--- src/rtl/pipeline_sequencer.sv ---
// Run/step/halt controller for the 5-stage pipeline: stage enables/flushes plus cycle and stall counters.
// Optional watchdog on RUN length is compiled in with PIPE_WATCHDOG_EN.
module pipeline_sequencer #(
  parameter int          CNT_W      = 32,
  parameter logic [31:0] WDOG_LIMIT = 32'hFFFF_FFFF
) (
  input  logic             i_clk,
  input  logic             i_rst,
  input  logic             i_stall_req,
  input  logic             i_flush_req,
  input  logic             i_halt_wb,
  input  logic             i_dbg_run,
  input  logic             i_dbg_step,
  input  logic             i_dbg_halt,
  output logic             o_pc_en,
  output logic             o_ifid_en,
  output logic             o_ifid_flush,
  output logic             o_idex_en,
  output logic             o_idex_flush,
  output logic             o_exmem_en,
  output logic             o_memwb_en,
  output logic [1:0]       o_state,
  output logic             o_step_done,
  output logic             o_done,
  output logic             o_timeout,
  output logic [CNT_W-1:0] o_cycle_cnt,
  output logic [CNT_W-1:0] o_stall_cnt
);

  typedef enum logic [1:0] {
    S_IDLE = 2'b00,
    S_RUN  = 2'b01,
    S_STEP = 2'b10,
    S_DONE = 2'b11
  } state_t;

  state_t           state_q, state_d;
  logic [CNT_W-1:0] cycle_q, cycle_d;
  logic [CNT_W-1:0] stall_q, stall_d;
  logic             step_done_q, step_done_d;
  logic             advance;
  logic             wdog_hit;

  assign advance = (state_q == S_RUN) || (state_q == S_STEP);

  // Stall beats flush: the branch is still in ID and re-resolves next cycle.
  assign o_pc_en      = advance & ~i_stall_req;
  assign o_ifid_en    = advance & ~i_stall_req;
  assign o_ifid_flush = advance & i_flush_req & ~i_stall_req;
  assign o_idex_en    = advance;
  assign o_idex_flush = advance & i_stall_req;
  assign o_exmem_en   = advance;
  assign o_memwb_en   = advance;

`ifdef PIPE_WATCHDOG_EN
  localparam logic [CNT_W-1:0] WDOG_LAST = CNT_W'(WDOG_LIMIT - 32'd1);
  logic timeout_q;

  assign wdog_hit  = (state_q == S_RUN) && (cycle_q == WDOG_LAST);
  assign o_timeout = timeout_q;

  always_ff @(posedge i_clk) begin
    if (i_rst)         timeout_q <= 1'b0;
    else if (wdog_hit) timeout_q <= 1'b1;
  end
`else
  assign wdog_hit  = 1'b0;
  assign o_timeout = 1'b0;
`endif

  always_comb begin
    state_d     = state_q;
    step_done_d = 1'b0;
    unique case (state_q)
      S_IDLE: begin
        if (i_dbg_halt)      state_d = S_IDLE;
        else if (i_dbg_step) state_d = S_STEP;
        else if (i_dbg_run)  state_d = S_RUN;
      end
      S_RUN: begin
        if (i_halt_wb || wdog_hit) state_d = S_DONE;
        else if (i_dbg_halt)       state_d = S_IDLE;
      end
      S_STEP: begin
        step_done_d = 1'b1;
        state_d     = i_halt_wb ? S_DONE : S_IDLE;
      end
      S_DONE: state_d = S_DONE;
      default: state_d = S_IDLE;
    endcase
  end

  // Counters saturate rather than wrap so the debug unit never sees a rollback.
  always_comb begin
    cycle_d = cycle_q;
    stall_d = stall_q;
    if (advance) begin
      if (cycle_q != '1)                stall_d = stall_q;
      if (cycle_q != '1)                cycle_d = cycle_q + 1'b1;
      if (i_stall_req && stall_q != '1) stall_d = stall_q + 1'b1;
    end
  end

  always_ff @(posedge i_clk) begin
    if (i_rst) begin
      state_q     <= S_IDLE;
      cycle_q     <= '0;
      stall_q     <= '0;
      step_done_q <= 1'b0;
    end else begin
      state_q     <= state_d;
      cycle_q     <= cycle_d;
      stall_q     <= stall_d;
      step_done_q <= step_done_d;
    end
  end

  assign o_state     = state_q;
  assign o_done      = (state_q == S_DONE);
  assign o_step_done = step_done_q;
  assign o_cycle_cnt = cycle_q;
  assign o_stall_cnt = stall_q;

endmodule

--- config.mk ---
export PLATFORM = sky130hd
export DESIGN_NAME = pipeline_sequencer
export DESIGN_NICKNAME = d
export VERILOG_FILES = /design/src/rtl/pipeline_sequencer.sv
export SDC_FILE = /design/constraint.sdc
export NUM_CORES = 1
export LEC_CHECK = 0
export ABC_AREA = 1
export BUFFER_PORTS_ARGS = -buffer_cell sky130_fd_sc_hd__buf_2
export CELL_PAD_IN_SITES_DETAIL_PLACEMENT = 0
export CELL_PAD_IN_SITES_GLOBAL_PLACEMENT = 1
export CORE_ASPECT_RATIO = 0.8
export CORE_MARGIN = 2
export CORE_UTILIZATION = 39
export DETAILED_ROUTE_END_ITERATION = 6
export PLACE_DENSITY_LB_ADDON = 0.1
export SLEW_MARGIN = 20
export SYNTH_ARGS = -nofsm -noshare
export SYNTH_HDL_FRONTEND = slang
export SYNTH_SLANG_ARGS = --single-unit
--- constraint.sdc ---
create_clock -name i_clk -period 2.15 [get_ports i_clk]
set_input_delay 0.3225 -clock i_clk [delete_from_list [all_inputs] [get_ports i_clk]]
set_output_delay 0.3225 -clock i_clk [all_outputs]
set_load 0.01 [all_outputs]
==> impl_metrics.toml <==
[outcome]
status = "finished clean"

[timing]
slew-limit-headroom_pct = 66.2
worst_clock_skew_ns = 0.00500
grt_setup_unrepaired = "no"
slew_violations = 0
worst_slew_pin_slew_ns = 0.507
tns_ns = 0
hold_violations = 0
period_share_pct = 93.5
max_clock_freq_mhz = 498
post-route-min-period_ns = 2.01
setup_violations = 0

[routing]
ant_nets = 0
drc = 0
wl_um = 12700
vias = 4614
drtIter0Drc = 222
via_per_inst = 4.91
first_pass_iters = 6
avgRoutedWirePerCell_um = 13.6

[synth]
synthCells = 703
synth-edff-count = 0
syn-num-nets = 718
yosysSeqAreaShare_pct = 30.5
yosys_warnings = 0
ys_seq_elements = 67
synth_area_um2 = 4390
yosys_most_used_dff = "dfxtp_1"
synthArstFlopShare_pct = 0
synth.avg_cell_area_um2 = 6.25
synth.distinct_cells = 34

[setup_path]
crit_type = "flop to primary output"
crit_chain = "inv_1 > ha_4 > nand2_1 > clkinv_1 > buf_4 > buf_2"
arrival_ns = 1.69
slowest_delay_ns = 0.39
path_max_fanout = 8
critPathBufInv = 4
cp_top_family = "buffers and inverters"
crit_required_ns = 1.83
crit_path_start_kind = "flop"
endpoint_kind = "primary output"
crit_slowest_cell = "dfxtp_1"

[finish]
syn2layout_area_growth_pct = 19.5
drive_above_1_share_pct = 21.2
n_antenna_cell = 0
nets = 806

[global_route]
grt_pass1_wl_um = 20900
grt_use_met2_pct = 30.5
grt_overflow = 0
grt_busiest_layer = "met1"
met3_usage_pct = 3.99
track_usage_pct = 21.5
grt_pass1_vias = 4194
grt_start_max_net_pins = 45
grt_util_met1_pct = 32.8
antenna_found_initial = 0

[power]
p_switching_mw = 0.831
ir_worst_vdd_uv = 361
power_density_nw_per_um2 = 574
seq_power_share_pct = 43.2
leakagePower_nw = 2.34
p_comb_share_pct = 12.8
finalPower_mw = 3.01
p_int_mw = 2.18
switching_share_pct = 27.6
pwr-share-clk_pct = 44.0

[placed_design]
place.gp.congestion = 0.858
io_buffer_count = 82
dp_hpwl_um = 9420

[floorplanning]
die-area_um2 = 12100
coreArea_um2 = 10900
initial_core_util_pct = 40.2
num_rows = 34
die_y_um = 98.9
die_x_um = 123
num_io_pins = 84

[cts]
postCtsSetupBuffers = 0
clock_latency_ns = 0.33
clock_sinks = 67
holdBufCountCts = 0
clkTransAtPathRegs_ns = 0.06
ctsLongestPathBuffers = 2
numCtsBuffers = 9
root_buffer = "clkbuf_16"
htree_levels = 3
cts_tree = "built"

[hold_path]
hold_path.class = "primary input to flop"

[run]
cap_violations = 0
[registers in the layout (all words and copies together), names as in the netlist]
signal / count
o_stall_cnt: 32
o_step_done: 1
o_cycle_cnt: 32
o_state: 2
[placed cells by master, fill, tap and decap left out, drive strengths merged]
cell type	instances
nand3b	2
nor2	156
o21ai	15
nand4	15
xnor2	5
or2	1
clkinv	6
o21bai	1
nand2	204
xor2	5
ha	7
a21oi	51
conb	1
a32oi	1
buf	97
and2	2
clkbuf	13
dfxtp	67
inv	77
nor3	4
nand3	66
[final timing paths]
| kind | startpoint | to | slack, ns | cells after the start |
|---|---|---|---|---|
| min reg2reg | o_stall_cnt[16]$_SDFFE_PP0P_ | o_stall_cnt[16]$_SDFFE_PP0P_ | 0.50 | 2 |
| max | o_state[1]$_SDFFE_PP0P_ | o_idex_flush | 0.14 | 6 |
| max reg2reg | o_cycle_cnt[0]$_SDFFE_PP0P_ | o_cycle_cnt[11]$_SDFFE_PP0P_ | 0.20 | 9 |
| min | i_dbg_halt | o_state[0]$_SDFFE_PP0P_ | 0.38 | 6 |
[cells by family after synthesis]
logic type	share of synthesized area, %
xor gates and xnor gates	1.99
buffers and inverters	10.1
adders and majority gates	1.99
AOI/OAI and AO/OA	8.74
DFF	30.5
other	0.0854
and+or+nand+nor	46.5
[power by group through the flow]
| stage | registers, mW | clock network, mW | logic (mW) |
|---|---|---|---|
| 5_1_grt | 1.31 | 1.41 | 0.434 |
| 4_1_cts | 1.30 | 1.36 | 0.377 |
| 6_report | 1.30 | 1.33 | 0.385 |
| 3_3_place_gp | 1.33 | 0 | 0.368 |
| 3_5_place_dp | 1.33 | 0 | 0.374 |
| 2_1_floorplan | 1.34 | 0 | 0.256 |
[final cells by class]
| class | instances | area (um2) |
|---|---|---|
| Multi-Input combinational cell | 536 | 2630 |
| Timing Repair Buffer | 97 | 539 |
| Sequential cell | 67 | 1340 |
| Fill cell | 1163 | 5680 |
| Clock inverter | 3 | 15.0 |
| Inverter | 80 | 300 |
| Tap cell | 144 | 180 |
| Clock buffer | 13 | 240 |
[stage by stage]
step                cell area (um2)  hold WS (ns)  utilization [%]  std cells  setup slack (ns)
floorplan                      4390         0.500                -        703             0.124
global placement               4960         0.501             45.4        923             0.115
detailed placement             4960         0.504             45.4        923            0.0448
CTS                            5220         0.371             47.8        939            0.0152
global route                   5250         0.424             48.0        940            0.0365
finish                         5250         0.383             48.0        940             0.141
[tightest hold or removal path, cell delays in order]
cell,delay (ns)
buf_2,0.10
nor2_1,0.04
nand2_1,0.05
nand2_1,0.05
inv_1,0.05
a21oi_1,0.06
[synth_stat cells, types with 7 or more instances]
master   number  area share [%]
nand2_1     187              16
nor2_1      142              12
inv_1        75             6.4
dfxtp_1      67              31
nand3_1      53             6.0
a21oi_1      41             4.7
nand4_1      15             2.1
nand2_2      14             2.0
o21ai_0      13             1.5
nand3_2      11             2.5
a21oi_2      10             2.0
nor2_4        9             2.3
buf_2         7            0.80
ha_1          7             2.0
[timing repair]
item,in CTS,in global routing
resized for setup,1,4
cloned,0,1
setup endpoints to repair,1,18
pin swaps,0,2
[layer usage]
layer | vias up | wire length (um)
li1 | 2382 | -
met1 | 2094 | 6760
met2 | 127 | 5130
met3 | 11 | 748
met4 | 0 | 107
met5 | - | 0
Power figures use the tool's default switching activity.
